**config.mk**
```make
export PLATFORM = sky130hd
export DESIGN_NAME = instr_fetch_unit
export DESIGN_NICKNAME = d
export VERILOG_FILES = /design/src/rtl/instr_fetch_unit_pkg.sv /design/src/rtl/instr_fetch_unit_split.sv /design/src/rtl/instr_fetch_unit.sv
export SDC_FILE = /design/constraint.sdc
export NUM_CORES = 1
export LEC_CHECK = 0
export CAP_MARGIN = 5
export CORE_MARGIN = 10
export CORE_UTILIZATION = 40
export DETAILED_ROUTE_END_ITERATION = 8
export PLACE_DENSITY = 0.8
export SLEW_MARGIN = 0
export SYNTH_ARGS = -nofsm -noshare
export SYNTH_HDL_FRONTEND = slang
export SYNTH_SLANG_ARGS = --single-unit
export TNS_END_PERCENT = 1
```
**constraint.sdc**
```tcl
create_clock -name clk -period 2.4 [get_ports clk]
set_clock_uncertainty 0.1 [all_clocks]
set_input_delay 0.24 -clock clk [delete_from_list [all_inputs] [get_ports clk]]
set_output_delay 0.24 -clock clk [all_outputs]
set_load 0.01 [all_outputs]
```
**src/rtl/instr_fetch_unit_pkg.sv**
```systemverilog
// Shared definitions for the fetch stage: state encoding, PC step and
// instruction field bit positions.
package instr_fetch_unit_pkg;

  localparam int IW = 32;

  localparam logic [IW-1:0] PC_STEP = 32'd4;

  typedef enum logic [1:0] {
    ST_IDLE  = 2'd0,
    ST_WAIT  = 2'd1,
    ST_RETRY = 2'd2,
    ST_HOLD  = 2'd3
  } fetch_state_e;

  localparam int OPC_MSB   = 31;
  localparam int OPC_LSB   = 26;
  localparam int RS_MSB    = 25;
  localparam int RS_LSB    = 21;
  localparam int RT_MSB    = 20;
  localparam int RT_LSB    = 16;
  localparam int RD_MSB    = 15;
  localparam int RD_LSB    = 11;
  localparam int SHAMT_MSB = 10;
  localparam int SHAMT_LSB = 6;
  localparam int FUNCT_MSB = 5;
  localparam int FUNCT_LSB = 0;
  localparam int IMM_MSB   = 15;
  localparam int IMM_LSB   = 0;

endpackage

```
**src/rtl/instr_fetch_unit_split.sv**
```systemverilog
// Purely combinational R/I-type field split; decode can reuse it as-is.
module instr_field_split
  import instr_fetch_unit_pkg::*;
(
  input  logic [IW-1:0] instr,
  output logic [5:0]    opcode,
  output logic [4:0]    rs,
  output logic [4:0]    rt,
  output logic [4:0]    rd,
  output logic [4:0]    shamt,
  output logic [5:0]    funct,
  output logic [15:0]   imm16
);

  // No sign/zero extension here; the downstream extender owns that.
  assign opcode = instr[OPC_MSB:OPC_LSB];
  assign rs     = instr[RS_MSB:RS_LSB];
  assign rt     = instr[RT_MSB:RT_LSB];
  assign rd     = instr[RD_MSB:RD_LSB];
  assign shamt  = instr[SHAMT_MSB:SHAMT_LSB];
  assign funct  = instr[FUNCT_MSB:FUNCT_LSB];
  assign imm16  = instr[IMM_MSB:IMM_LSB];

endmodule

```
**src/rtl/instr_fetch_unit.sv**
```systemverilog
// Fetch stage: PC, imem req/ack with timeout retry, instruction register
// handed to decode over valid/ready.
module instr_fetch_unit
  import instr_fetch_unit_pkg::*;
#(
  parameter logic [31:0] RESET_PC       = 32'h0000_0000,
  parameter int          TIMEOUT_CYCLES = 255
) (
  input  logic        clk,
  input  logic        reset,
  output logic        imem_req,
  output logic [31:0] imem_addr,
  input  logic        imem_ack,
  input  logic [31:0] imem_rdata,
  output logic        dec_valid,
  input  logic        dec_ready,
  input  logic        redirect_valid,
  input  logic [31:0] redirect_pc,
  output logic [31:0] pc,
  output logic [31:0] instr,
  output logic [5:0]  opcode,
  output logic [4:0]  rs,
  output logic [4:0]  rt,
  output logic [4:0]  rd,
  output logic [4:0]  shamt,
  output logic [5:0]  funct,
  output logic [15:0] imm16,
  output logic        misalign_err,
  output logic        fetch_timeout
);

  localparam int CW = $clog2(TIMEOUT_CYCLES + 1);

  fetch_state_e  state;
  logic [CW-1:0] tmo_cnt;
  logic [CW-1:0] tmo_nxt;

  // Count of WAIT cycles including the current one.
  assign tmo_nxt   = tmo_cnt + CW'(1);
  assign imem_addr = pc;

  // Fetch FSM; imem_req and dec_valid are registered alongside the state.
  always_ff @(posedge clk) begin
    if (reset) begin
      state         <= ST_IDLE;
      pc            <= RESET_PC;
      instr         <= '0;
      tmo_cnt       <= '0;
      imem_req      <= 1'b0;
      dec_valid     <= 1'b0;
      misalign_err  <= 1'b0;
      fetch_timeout <= 1'b0;
    end else begin
      case (state)
        ST_IDLE: begin
          state    <= ST_WAIT;
          imem_req <= 1'b1;
        end
        ST_WAIT: begin
          // An ack on the expiry cycle takes priority over the retry.
          if (imem_ack) begin
            instr     <= imem_rdata;
            tmo_cnt   <= '0;
            imem_req  <= 1'b0;
            dec_valid <= 1'b1;
            state     <= ST_HOLD;
          end else if (tmo_nxt == CW'(TIMEOUT_CYCLES)) begin
            fetch_timeout <= 1'b1;
            tmo_cnt       <= '0;
            imem_req      <= 1'b0;
            state         <= ST_RETRY;
          end else begin
            tmo_cnt <= tmo_nxt;
          end
        end
        ST_RETRY: begin
          imem_req <= 1'b1;
          state    <= ST_WAIT;
        end
        ST_HOLD: begin
          if (dec_ready) begin
            if (redirect_valid) begin
              pc <= {redirect_pc[31:2], 2'b00};
              if (redirect_pc[1:0] != 2'b00) misalign_err <= 1'b1;
            end else begin
              pc <= pc + PC_STEP;
            end
            dec_valid <= 1'b0;
            imem_req  <= 1'b1;
            state     <= ST_WAIT;
          end
        end
        default: begin
          state     <= ST_IDLE;
          imem_req  <= 1'b0;
          dec_valid <= 1'b0;
        end
      endcase
    end
  end

  instr_field_split u_split (
    .instr  (instr),
    .opcode (opcode),
    .rs     (rs),
    .rt     (rt),
    .rd     (rd),
    .shamt  (shamt),
    .funct  (funct),
    .imm16  (imm16)
  );

endmodule

```
Yosys cells after proc, flatten, opt, wreduce, memory -nomap -nowiden
Index checks and enable logic that the tools add are counted.
{ "word_totals": {"regBits": 78, "input_bits": 69, "out_inout_bits": 148, "elab_cells": 42} }
{ "op_classes": {"n_addsub": 2, "n_eq_ne": 7, "n_mux": 14, "n_bitwise": 1, "n_reduce_logical": 10} }
{ "ops": {"columns": ["operator", "n"], "rows": [
  ["32-bit by 3-bit adder with 32-bit output (second input constant)", 1],
  ["32-bit two-way mux", 1],
  ["8-bit two-way mux", 2],
  ["8-bit by 1-bit adder with 8-bit output (second input constant)", 1],
  ["8-bit == test (second input constant)", 1],
  ["2-bit two-way mux", 3],
  ["2-bit one-hot mux with 3 select lines", 1],
  ["2-bit AND reduction", 3],
  ["3-bit AND reduction", 2],
  ["1-bit two-way mux", 5],
  ["2-bit == test (second input constant)", 2],
  ["2-bit != test (second input constant)", 2],
  ["4-bit AND reduction", 1],
  ["2-bit nonzero test", 2],
  ["3-bit != test (second input constant)", 1],
  ["1-bit one-hot mux with 3 select lines", 1],
  ["2-bit by 1-bit == test with 1-bit output (second input constant)", 1],
  ["2-bit zero test", 1],
  ["1-bit one-hot mux with 2 select lines", 1],
  ["2-bit OR reduction", 1],
  ["1-bit inverter", 1]
]} }

Depth between registers and ports, before layout
Gate-level depths: netlist of the first run.
{ "depth": {"depth_word": 5, "ltp_mapped": 7} }

By module
A second synthesis of the first run with hierarchy kept.
{ "hier_totals": {"hier_cells": 583, "hier_area_um2": 4458.0} }
{ "modules_own_cells": {"columns": ["module", "n_inst", "cells_per_inst", "area_each_um2", "seq_area_each_um2"], "rows": [
  ["instr_fetch_unit", 1, 535, 4097.7, 1521.5],
  ["instr_field_split", 1, 48, 360.3, 0.0]
]} }

Worst setup path after synthesis of the first run
OpenSTA, ideal clock, no wires.
{ "synth_timing": {"path_kind": "register to register", "startpoint": "register pc[2] (netlist: imem_addr[2])", "endpoint": "register pc[26] (netlist: imem_addr[26])", "setup_ns": 0.132, "t_arrival_ns": 1.818, "slack_ns": 0.350, "stages_incl_launch_ff": 8, "n_path_buf": 1, "synth_period_minus_slack_ns": 2.050, "path_cell_list": "dfxtp_1 > ha_1 > and4_1 > buf_2 > nand4_4 > nor4_1 > mux2i_1 > a31oi_1"} }
{ "synth_via": {"elab_chain_len": 2} }
{ "synth_lines": {"columns": ["element", "line", "rtl"], "rows": [
  ["from (decl)", "instr_fetch_unit.sv:19", "output logic [31:0] pc,"],
  ["from (signal assigned)", "instr_fetch_unit.sv:83", "pc <= {redirect_pc[31:2], 2'b00};"],
  ["from (signal assigned)", "instr_fetch_unit.sv:86", "pc <= pc + PC_STEP;"],
  ["32-bit by 3-bit adder with 32-bit output", "instr_fetch_unit.sv:86", null],
  ["32-bit two-way mux", "instr_fetch_unit.sv:82", "if (redirect_valid) begin"]
]} }
Every way passes these cells.
A chain may end at the register's enable or synchronous reset.

Worst setup path after layout of the first run
{ "layout_timing": {"startpoint": "register pc[2] (netlist: imem_addr[2])", "endpoint": "register pc[28] (netlist: imem_addr[28])"} }
The elaborated chain is that of the path after synthesis.

==> impl_metrics.ini, run 1 <==
[final_layout]
fill_cells = 990
area_growth_pct = 43.3
finalNetCount = 770
fin_area_um2 = 6280
drive_gt1_frac = 0.0654
fin_util = 0.582
diodes = 0
layout.cells.non_filler = 843

[critical_path]
cpMaxStageDelayCell = dfxtp_1
r2r_cells = 6
r2r-start = imem_addr[2]
required_ns = 2.49
crit_buf_inv = 0
reg2reg_to = imem_addr[28]
cp_cell_sequence = ha_1 > and4_1 > nand4_4 > nor3_2 > a311o_1 > a31oi_1
critPathMaxFanout = 8
r2r_slack_ns = 0.26
critPathKind = reg -> reg
end_kind = register
arrival_ns = 2.23
crit_family = simple AND/OR/NAND/NOR gates
startpoint_type = register
max_stage_delay_ns = 0.45

[sta]
timing.final.ws_setup_ns = 0.258
setup_viol = 0
rsz0062_at_grt = no
finalMaxSlewViolations = 0
hold_viol_final = 0
fmax_ghz = 0.467
maxSlewHeadroom = 0.515
period_share = 0.893
period_minus_slack_ns = 2.14
fin_hold_ws_ns = 0.0467
final.setup.tns_ns = 0
worst_pin_slew_ns = 0.727

[place]
gp_congestion = 0.878
dpl_worst_slack_ns = 0.264
place_inst = 827
port_buffers = 212
place_hpwl_um = 11100
placed_area_um2 = 6040

[route]
post_drt_via_cell_ratio = 5.37
antenna_left = 0
via_count = 4527
drtIter0Drc = 357
drt-total-wl_um = 14800
drtPass1Iterations = 5
post_drt_wl_per_cell_um = 17.6
drc = 0

[floorplanning]
die_y_um = 125
start_util = 0.406
dieArea_um2 = 15500
ios = 217
num_rows = 38
dieWidth_um = 125
core-area_um2 = 10800

[synth]
postSynthCellCount = 578
synth_top_area_share = 0.347
yosysSeqAreaShare = 0.347
syn_area_um2 = 4380
synth.distinct_cells = 57
yosys_register_bits = 76
yosys.area.top_type = dfxtp_1
yosys-top-cells-area = dfxtp_1, buf_4, nand2_1, a21oi_1, o21ai_0
async_flop_share = 0
synthFlopType = dfxtp_1
ys_warn_count = 0
syn_area_per_cell_um2 = 7.58
synth_edf_count = 0

[hold_path]
whs_path_depth = 2
min-delay-start = reset
hold_class = in -> reg
hold_end = fetch_timeout

[clock_tree]
cts_tree = yes
cts_htree_levels = 3
cts_root_buf = clkbuf_8
post_cts_resized = 0
clock_latency_ns = 0.35
clk_pin_slew_worst_paths_ns = 0.08
cts_buffer_depth = 2
postCtsSetupBuffers = 0
cts_hold_buf = 0
numCtsBuffers = 9
cts_sinks = 76

[grt]
antenna_found_initial = 0
grt_overflow = 0
grt_pass1_vias = 4539
grt_max_degree = 69
grt_usage = 0.178
grt_pass1_wl_um = 23400

[run_status]
outcome = complete, no violations

[power_and_ir_drop]
leakage_nw = 2.18
irDropWorstVdd_mv = 0.334
power_density_nw_per_um2 = 480
power_mw = 3.02

[flow_run]
max_cap_viol_count = 0
layout by cell type (no fill, tap or decap), drive strengths merged, types with 3 or more instances in the layout:
cell type | synthesis | final
o21ai | 25 | 25
and4 | 7 | 7
nand3 | 23 | 23
nand4 | 6 | 6
nor3 | 7 | 7
conb | 1 | 4
mux2i | 4 | 4
clkbuf | 33 | 9
a21oi | 67 | 67
o22ai | 5 | 5
clkinv | 1 | 3
nor4 | 4 | 4
a211oi | 11 | 11
a31oi | 11 | 11
bufinv | 0 | 3
clkdlybuf4s50 | 0 | 211
nand2 | 99 | 99
dfxtp | 76 | 76
buf | 90 | 18
inv | 7 | 7
nor2 | 31 | 31
ha | 3 | 3
or3 | 4 | 4
and3 | 11 | 11
a31o | 3 | 3
o31ai | 5 | 5
area by class of cell:
class	instances	area, um2	area share
Clock buffer	9	124	0.0197
Clock inverter	7	115	0.0183
Inverter	8	30.0	0.00478
Multi-Input combinational cell	374	2060	0.328
Sequential cell	76	1520	0.242
Tap cell	140	175	0.0279
Timing Repair Buffer	229	2260	0.359
layer usage:
layer	up-vias	track usage	routed length, um
met5	-	0	0
met4	0	0.0487	174
met3	12	0.0719	1480
met2	220	0.314	7330
met1	2102	0.191	5830
li1	2193	-	-
cells in the mapped netlist, drive strengths merged, types with 3 or more instances:
| master | n |
|---|---|
| nand3 | 23 |
| a31o | 3 |
| clkbuf | 33 |
| a211oi | 11 |
| nor2 | 31 |
| nor3 | 7 |
| or3 | 4 |
| o31ai | 5 |
| a21oi | 67 |
| buf | 90 |
| nor4 | 4 |
| o21ai | 25 |
| nand2 | 99 |
| a31oi | 11 |
| and4 | 7 |
| ha | 3 |
| nand4 | 6 |
| dfxtp | 76 |
| inv | 7 |
| mux2i | 4 |
| o22ai | 5 |
| and3 | 11 |
flip-flops by register name, indices dropped and copies added (netlist names):
name / cells
instr: 32
imem_addr: 30
tmo_cnt: 8
state: 2
dec_valid: 1
fetch_timeout: 1
imem_req: 1
misalign_err: 1
where the power goes:
group / leakage, nW / total [mW] / internal, mW / switching, mW
clock network: 0.115 / 1.19 / 0.687 / 0.504
registers: 0.617 / 1.34 / 1.30 / 0.0402
logic: 1.44 / 0.488 / 0.276 / 0.212
total: 2.18 / 3.02 / 2.26 / 0.757
worst max path at each step:
| stage | start | end | cells after the start |
|---|---|---|---|
| CTS | imem_addr[2] | imem_addr[26] | 6 |
| global placement | imem_addr[2] | imem_addr[26] | 6 |
| detailed placement | imem_addr[2] | imem_addr[26] | 6 |
| floorplan | imem_addr[2] | imem_addr[26] | 7 |
| global route | imem_addr[2] | imem_addr[30] | 6 |
| finish | imem_addr[2] | imem_addr[28] | 6 |
kinds of logic (layout without fill, tap and decap cells):
| logic type | after synthesis | count (layout) | synth area share |
|---|---|---|---|
| other | 1 | 4 | 0.000856 |
| AOI/OAI and AO/OA | 154 | 154 | 0.217 |
| buffers and inverters | 131 | 253 | 0.186 |
| adders and majority gates | 3 | 3 | 0.00857 |
| DFF | 76 | 76 | 0.347 |
| and+or+nand+nor | 209 | 209 | 0.231 |
| muxes | 4 | 4 | 0.00914 |
Note: power is estimated with default switching activity, not from simulation.
==> inputs of run 2 (changes only) <==
--- a/config.mk
+++ b/config.mk
@@ -5,12 +5,13 @@
 export SDC_FILE = /design/constraint.sdc
 export NUM_CORES = 1
 export LEC_CHECK = 0
+export ABC_AREA = 0
 export CAP_MARGIN = 5
 export CORE_MARGIN = 10
 export CORE_UTILIZATION = 40
 export DETAILED_ROUTE_END_ITERATION = 8
 export PLACE_DENSITY = 0.8
-export SLEW_MARGIN = 0
+export SLEW_MARGIN = 10
 export SYNTH_ARGS = -nofsm -noshare
 export SYNTH_HDL_FRONTEND = slang
 export SYNTH_SLANG_ARGS = --single-unit
==> results of run 2 <==
No change in the layout: final DEF, timing and power equal those of run 1.
